**src/rtl/cdb_broadcaster.sv**
```systemverilog
// Common data bus transmit side: per-FU one-entry result buffers, round-robin arbitration and a
// registered broadcast. Define CDB_BYPASS_EN to let an empty-buffer FU win directly (1-cycle path).
module cdb_broadcaster #(
    parameter int unsigned N_FU  = 4,
    parameter int unsigned TAG_W = 4
) (
    input  logic                        CLK,
    input  logic                        RST,
    input  logic                        flush,
    input  logic [N_FU-1:0]             fu_valid,
    input  logic [N_FU-1:0][TAG_W-1:0]  fu_tag,
    input  logic [N_FU-1:0][31:0]       fu_data,
    output logic [N_FU-1:0]             fu_ready,
    output logic [TAG_W+31:0]           cdb_out,
    output logic [N_FU-1:0]             cdb_grant
);
    localparam int unsigned IDX_W = $clog2(N_FU);
    localparam logic [TAG_W-1:0] INVALID = '0;

    logic [N_FU-1:0]            full_q;
    logic [N_FU-1:0][TAG_W-1:0] tag_q;
    logic [N_FU-1:0][31:0]      data_q;
    logic [IDX_W-1:0]           rr_ptr;

    logic [N_FU-1:0]  cand;
    logic [N_FU-1:0]  grant;
    logic [N_FU-1:0]  take_bypass;
    logic             found;
    logic [IDX_W-1:0] win;
    logic [TAG_W-1:0] win_tag;
    logic [31:0]      win_data;

    always_comb begin
        cand        = full_q;
        take_bypass = '0;
`ifdef CDB_BYPASS_EN
        for (int i = 0; i < N_FU; i++) begin
            if (!full_q[i] && fu_valid[i] && fu_tag[i] != INVALID) cand[i] = 1'b1;
        end
`endif
        found = 1'b0;
        win   = '0;
        // First candidate at or after rr_ptr, wrapping past the top index.
        for (int off = 0; off < N_FU; off++) begin
            int idx;
            idx = (int'(rr_ptr) + off) % N_FU;
            if (!found && cand[idx]) begin
                found = 1'b1;
                win   = IDX_W'(idx);
            end
        end
        grant = '0;
        if (found) grant[win] = 1'b1;
        win_tag  = tag_q[win];
        win_data = data_q[win];
`ifdef CDB_BYPASS_EN
        take_bypass = grant & ~full_q;
        if (!full_q[win]) begin
            win_tag  = fu_tag[win];
            win_data = fu_data[win];
        end
`endif
        fu_ready = flush ? '0 : (~full_q | grant);
    end

    always_ff @(posedge CLK or posedge RST) begin
        if (RST) begin
            full_q    <= '0;
            tag_q     <= '0;
            data_q    <= '0;
            rr_ptr    <= '0;
            cdb_out   <= {INVALID, 32'h0};
            cdb_grant <= '0;
        end else if (flush) begin
            full_q    <= '0;
            cdb_out   <= {INVALID, 32'h0};
            cdb_grant <= '0;
        end else begin
            if (found) begin
                cdb_out   <= {win_tag, win_data};
                cdb_grant <= grant;
                rr_ptr    <= (win == IDX_W'(N_FU - 1)) ? '0 : win + 1'b1;
            end else begin
                cdb_out   <= {INVALID, 32'h0};
                cdb_grant <= '0;
            end
            for (int i = 0; i < N_FU; i++) begin
                // A refill on the granted FU overrides the clear so full stays set.
                if (fu_valid[i] && fu_ready[i] && fu_tag[i] != INVALID && !take_bypass[i]) begin
                    full_q[i] <= 1'b1;
                    tag_q[i]  <= fu_tag[i];
                    data_q[i] <= fu_data[i];
                end else if (grant[i]) begin
                    full_q[i] <= 1'b0;
                end
            end
        end
    end
endmodule

```
**config.mk**
```make
export PLATFORM = sky130hd
export DESIGN_NAME = cdb_broadcaster
export DESIGN_NICKNAME = d
export VERILOG_FILES = /design/src/rtl/cdb_broadcaster.sv
export SDC_FILE = /design/constraint.sdc
export NUM_CORES = 1
export LEC_CHECK = 0
export ABC_AREA = 1
export BUFFER_PORTS_ARGS = -buffer_cell sky130_fd_sc_hd__buf_2
export CAP_MARGIN = 20
export CORE_MARGIN = 3
export CORE_UTILIZATION = 55
export CTS_CLUSTER_DIAMETER = 50
export DETAILED_ROUTE_END_ITERATION = 12
export MAX_ROUTING_LAYER = met4
export PLACE_DENSITY = 0.82
export SETUP_SLACK_MARGIN = 0.5
export SLEW_MARGIN = 20
export SYNTH_ARGS = -nofsm -noshare
export SYNTH_HDL_FRONTEND = slang
export SYNTH_SLANG_ARGS = --single-unit
```
**constraint.sdc**
```tcl
create_clock -name CLK -period 6.5 [get_ports CLK]
set_input_delay 0 -clock CLK [delete_from_list [all_inputs] [get_ports CLK]]
set_output_delay 0 -clock CLK [all_outputs]
set_load 0.01 [all_outputs]
```
== Yosys cells after proc, flatten, opt, wreduce, memory -nomap -nowiden ==
Index checks and enable logic that the tools add are counted.
Storage, ports and cells
  memories kept: 0
  register bits after elaboration: 190
  input bits: 151
  logic and storage cells: 95
  output and inout bits: 44
  memory bits (read-only): 0
  RAM bits: 0
  bits in latches: 0
Operators by class
  multiply operators: 0
  div/mod/pow operators: 0
  shifts and indexed selects: 0
  muxes and demuxes: 38
  bitwise operators: 3
  reduce and logical (&&, ||, !) cells: 28
  $lt $le $gt $ge: 6
  add/sub/neg operators: 4
  equality and inequality tests: 1
Operators with widths (number)
  $mux 36: 2
  $bmux 32 s2: 1
  $mux 32: 1
  $mux 4: 6
  $mux 1: 17
  $reduce_bool 4->1: 4
  $lt 2x3->1 const B: 5
  $logic_and 1x1->1: 12
  $reduce_bool 3->1: 4
  $mux 2: 5
  $reduce_and 2->1: 5
  $bmux 1 s2: 4
  $bmux 4 s2: 1
  $add 2x1->2 const B: 2
  $add 2x2->2 const B: 2
  $not 4->4: 1
  $or 4x4->4: 1
  $logic_not 1->1: 3
  $demux 1 s2: 1
  $eq 2x2->1 const B: 1
  $ge 2x1->1 const B: 1
  $not 1->1: 1

== Logic depth before layout (Yosys ltp) ==
  depth in word-level cells: 23
  gate-level depth with buffers: 19
  depth with buffers taken out: 16

== Worst setup path after synthesis ==
No wires, ideal clock.
  path kind: reg2reg
  start: reg rr_ptr[0]
  end: reg data_q[0] in the netlist's numbering
  arrival time: 2.377 ns
  setup time: 0.117 ns
  data required time: 6.383 ns
  path slack: 4.006 ns
  buffers on the path: 4
  period minus slack after synthesis: 2.494 ns
  cell stages (with the launch flop): 18
  path through: dfrtp_1 -> buf_6 -> nand2_1 -> nand3_2 -> nand2_2 -> inv_2 -> nand3_1 -> nand2_1 -> nor2_4 -> buf_2 -> buf_2 -> ha_1 -> nand2_1 -> a21oi_2 -> nand3_2 -> buf_2 -> nand2_1 -> nand2_1
Between the ends
  word-level cells in the longest chain between the ends: 22
  elaborated cells between the ends (all ways): 36
  classes of those cells: add/sub (3); order compare (2); mux (20); bitwise (1); reduce/logical (10)
RTL lines
  start: declaration: line 23  | logic [IDX_W-1:0] rr_ptr;
  start signal: assignment: line 82  | rr_ptr <= (win == IDX_W'(N_FU - 1)) ? '0 : win + 1'b1;
  parallel branches: the longest is 16 deep, another holds $lt 2x3->1
  $mux 4 (*): line 53  | if (found) grant[win] = 1'b1;
  $or 4x4->4 (*): line 63  | fu_ready = flush ? '0 : (~full_q | grant);
  $mux 4 (*): line 63
  $logic_and 1x1->1 (*) (2 in a row): line 89  | if (fu_valid[i] && fu_ready[i] && fu_tag[i] != INVALID && !take_bypass[i]) begin
  $reduce_and 2->1 (no line) (*)
  end signal: indexed assignment: line 92  | data_q[i] <= fu_data[i];
  end: declaration: line 22  | logic [N_FU-1:0][31:0] data_q;
Mark *: on every way between the ends. The select of a mux whose other input is x is not followed.
A chain may end at the register's enable or synchronous reset.

== Worst setup path in the final report ==
  start: reg rr_ptr[0]
  end: reg tag_q[10] in the netlist's numbering
Between the ends
  word-level cells in the longest chain between the ends: 22
  elaborated cells between the ends (all ways): 36
  classes of those cells: add/sub (3); order compare (2); mux (20); bitwise (1); reduce/logical (10)
RTL lines
  parallel branches: the longest is 16 deep, another holds $lt 2x3->1
  $mux 4 (*): line 53
  $or 4x4->4 (*): line 63
  $mux 4 (*): line 63
  $logic_and 1x1->1 (*) (2 in a row): line 89
  $reduce_and 2->1 (no line) (*)
  end signal: indexed assignment: line 91  | tag_q[i] <= fu_tag[i];
  end: declaration: line 21  | logic [N_FU-1:0][TAG_W-1:0] tag_q;
Marked as above.

==> metrics.yaml <==
outcome: "complete, no violations"
vias_per_cell: 5.850
clk_pin_slew_ns: 0.07
setup_violations: 0
core_area_sq_um: 16700
max_freq_mhz: 221.6
rsz0062_at_grt: "false"
arrival_ns: 4.83
pre_cts_ws_ns: 2.188
cp_slowest_stage_delay_ns: 0.68
die_w_um: 137.1
nNetsFinal: 1575
grt_pass1_wl_um: 46950
cts.sinks: 190
grt_antenna_before_repair: 1
ys_seq_area_share_pct: 50.33
setup_slack_ns: 1.988
whs_path_depth: 3
synth_top_area_share_pct: 50.33
ant_nets: 0
min_period_over_period_pct: 69.42
avgRoutedWirePerCell_um: 17.96
grt_use_total_pct: 33.25
max_slew.worst_pin.slew_ns: 0.9867
stdcell_area_sq_um: 12310
post-route-min-period_ns: 4.512
syn_area_per_cell_sq_um: 8.250
synth_nets: 1299
wl_um: 29710
ff2ff_path_depth: 16
clock_skew_ns: 0.01226
maxSlewHeadroom_pct: 34.06
die-area_sq_um: 18780
num_rows: 47
synth_seq_cells: 190
globalplace.congestion: 0.9143
place_inst: 1476
syn_area_sq_um: 9447
synth.area.top_cells: "dfrtp_1, nand2_1, nand4_1, nand3b_1, nand3_1"
worst_setup_path_end_kind: "flip-flop"
cp_common_cell: "nand2_1"
synth_cell_types: 28
cts_setup_buffers: 0
vdd_drop_max_uv: 564.2
p_leak_nw: 6.472
worstPathRequired_ns: 6.82
post-route-drc-count: 0
critPathSlowestCell: "nand3_2"
ys.warnings.count: 0
die_y_um: 137.1
insertion_delay_ns: 0.44
drive_gt1_share_pct: 18.49
dpl_cell_area_sq_um: 10280
first_pass_iters: 6
final_util_pct: 73.71
power.total_mw: 6.113
synthCells: 1145
drt_iter0_markers: 1038
final_common_cell: "nand2_1"
dp_hpwl_um: 17570
port_buffers: 194
startpoint_type: "flip-flop"
htree_levels: 4
initial_core_util_pct: 56.56
critPathMaxFanout: 39
vias: 9676
p_per_area_nw_per_um2: 496.6
root_buffer: "clkbuf_16"
path_cells: "inv_2 > nand2_1 > nand2_1 > nand2_1 > nand2_2 > a21oi_1 > nand2_2 > nand2_2 > buf_4 > ha_1 > nand2_1 > a21oi_2 > buf_4 > nand3_2 > nand2_1 > nand2_1"
cts_tree: "yes"
final_cell_mix: "nand2_1, buf_2, dfrtp_1"
syn2layout_area_growth_pct: 30.32
path_class: "reg2reg"
hold_viol_final: 0
worstHoldPathType: "in2reg"
grt_overflow_total: 0
synth.largest_area_cell: "dfrtp_1"
slew_viol_final: 0
layoutNonFillerInstCount: 1654
cap_violations: 0
cts_buffers: 17
grt_pass1_vias: 9570
grt_max_degree: 124
setup_tns_ns: 0
ios: 195
clockBufferDepth: 2
whs_ns: 0.1467
## path summary, 6_finish.rpt
kind | from | endpoint | slack (ns)
worst max register to register | rr_ptr[0]$_DFFE_PP0P_ | tag_q[10]$_DFFE_PP0P_ | 1.99
worst min-delay path | fu_valid[0] | data_q[14]$_DFFE_PP0P_ | 0.15
min in group asynchronous | RST | data_q[68]$_DFFE_PP0P_ | 0.27
worst min register to register | tag_q[15]$_DFFE_PP0P_ | tag_q[15]$_DFFE_PP0P_ | 0.46
worst max-delay path | rr_ptr[0]$_DFFE_PP0P_ | tag_q[10]$_DFFE_PP0P_ | 1.99
max in group asynchronous | RST | tag_q[14]$_DFFE_PP0P_ | 4.82
## routing by layer
layer | global-route usage, % | wire length, um
met5 | - | 0
met4 | 18.51 | 1796
met3 | 4.853 | 2149
met2 | 53.30 | 14760
met1 | 40.60 | 11000
## Yosys cell counts
cell and instances:
a21oi_1 40, a21oi_2 3, buf_1 3, buf_2 33
buf_4 12, buf_6 5, buf_8 4, clkbuf_1 39
clkinv_1 1, dfrtp_1 190, ha_1 3, inv_1 79
inv_2 6, nand2_1 401, nand2_2 5, nand3_1 83
nand3_2 5, nand3_4 2, nand3b_1 72, nand3b_2 1
nand4_1 140, nor2_1 6, nor2_4 2, nor4_1 1
o211ai_2 1, o21ai_0 2, o21ai_1 3, or4_1 3
## sequential cells by signal, indices dropped and copies added (netlist names)
register,flops
cand,4
cdb_out,36
tag_q,16
rr_ptr,2
cdb_grant,4
data_q,128
## power by group
group | switching (mW) | internal (mW) | leakage, nW | total [mW]
sequential | 0.303 | 1.71 | 2.39 | 2.01
clock | 0.453 | 0.555 | 0.253 | 1.01
combinational | 2.07 | 1.02 | 3.83 | 3.10
## layout make-up
cell class                      count  area, sq um
Sequential cell                   190         4755
Fill cell                        1200         4390
Multi-Input combinational cell    773         3856
Timing Repair Buffer              353         2530
Clock buffer                       22        474.2
Inverter                           86        330.3
Tap cell                          220        275.3
Clock inverter                      9        87.58
Antenna cell                        1        2.502
## cell families after synthesis
group | after synthesis | share of synthesized area (%)
buf+inv | 182 | 9.020
simple gates | 721 | 37.46
compound gates | 49 | 2.795
fa+ha+maj | 3 | 0.3974
flops | 190 | 50.33
## worst max-delay path, delay by kind of cell, from the launching register on
kind,cells,cell delay (ns)
flops,1,0.67
buf+inv,3,0.99
simple gates,10,2.15
fa+ha+maj,1,0.21
compound gates,2,0.34
## repair_timing
item                                    4_1_cts  5_1_grt
hold buffers                                146        0
gates resized for setup                       0        0
endpoints found under the setup margin        0        0
hold endpoints to repair                    271        0
Power figures use the tool's default switching activity.
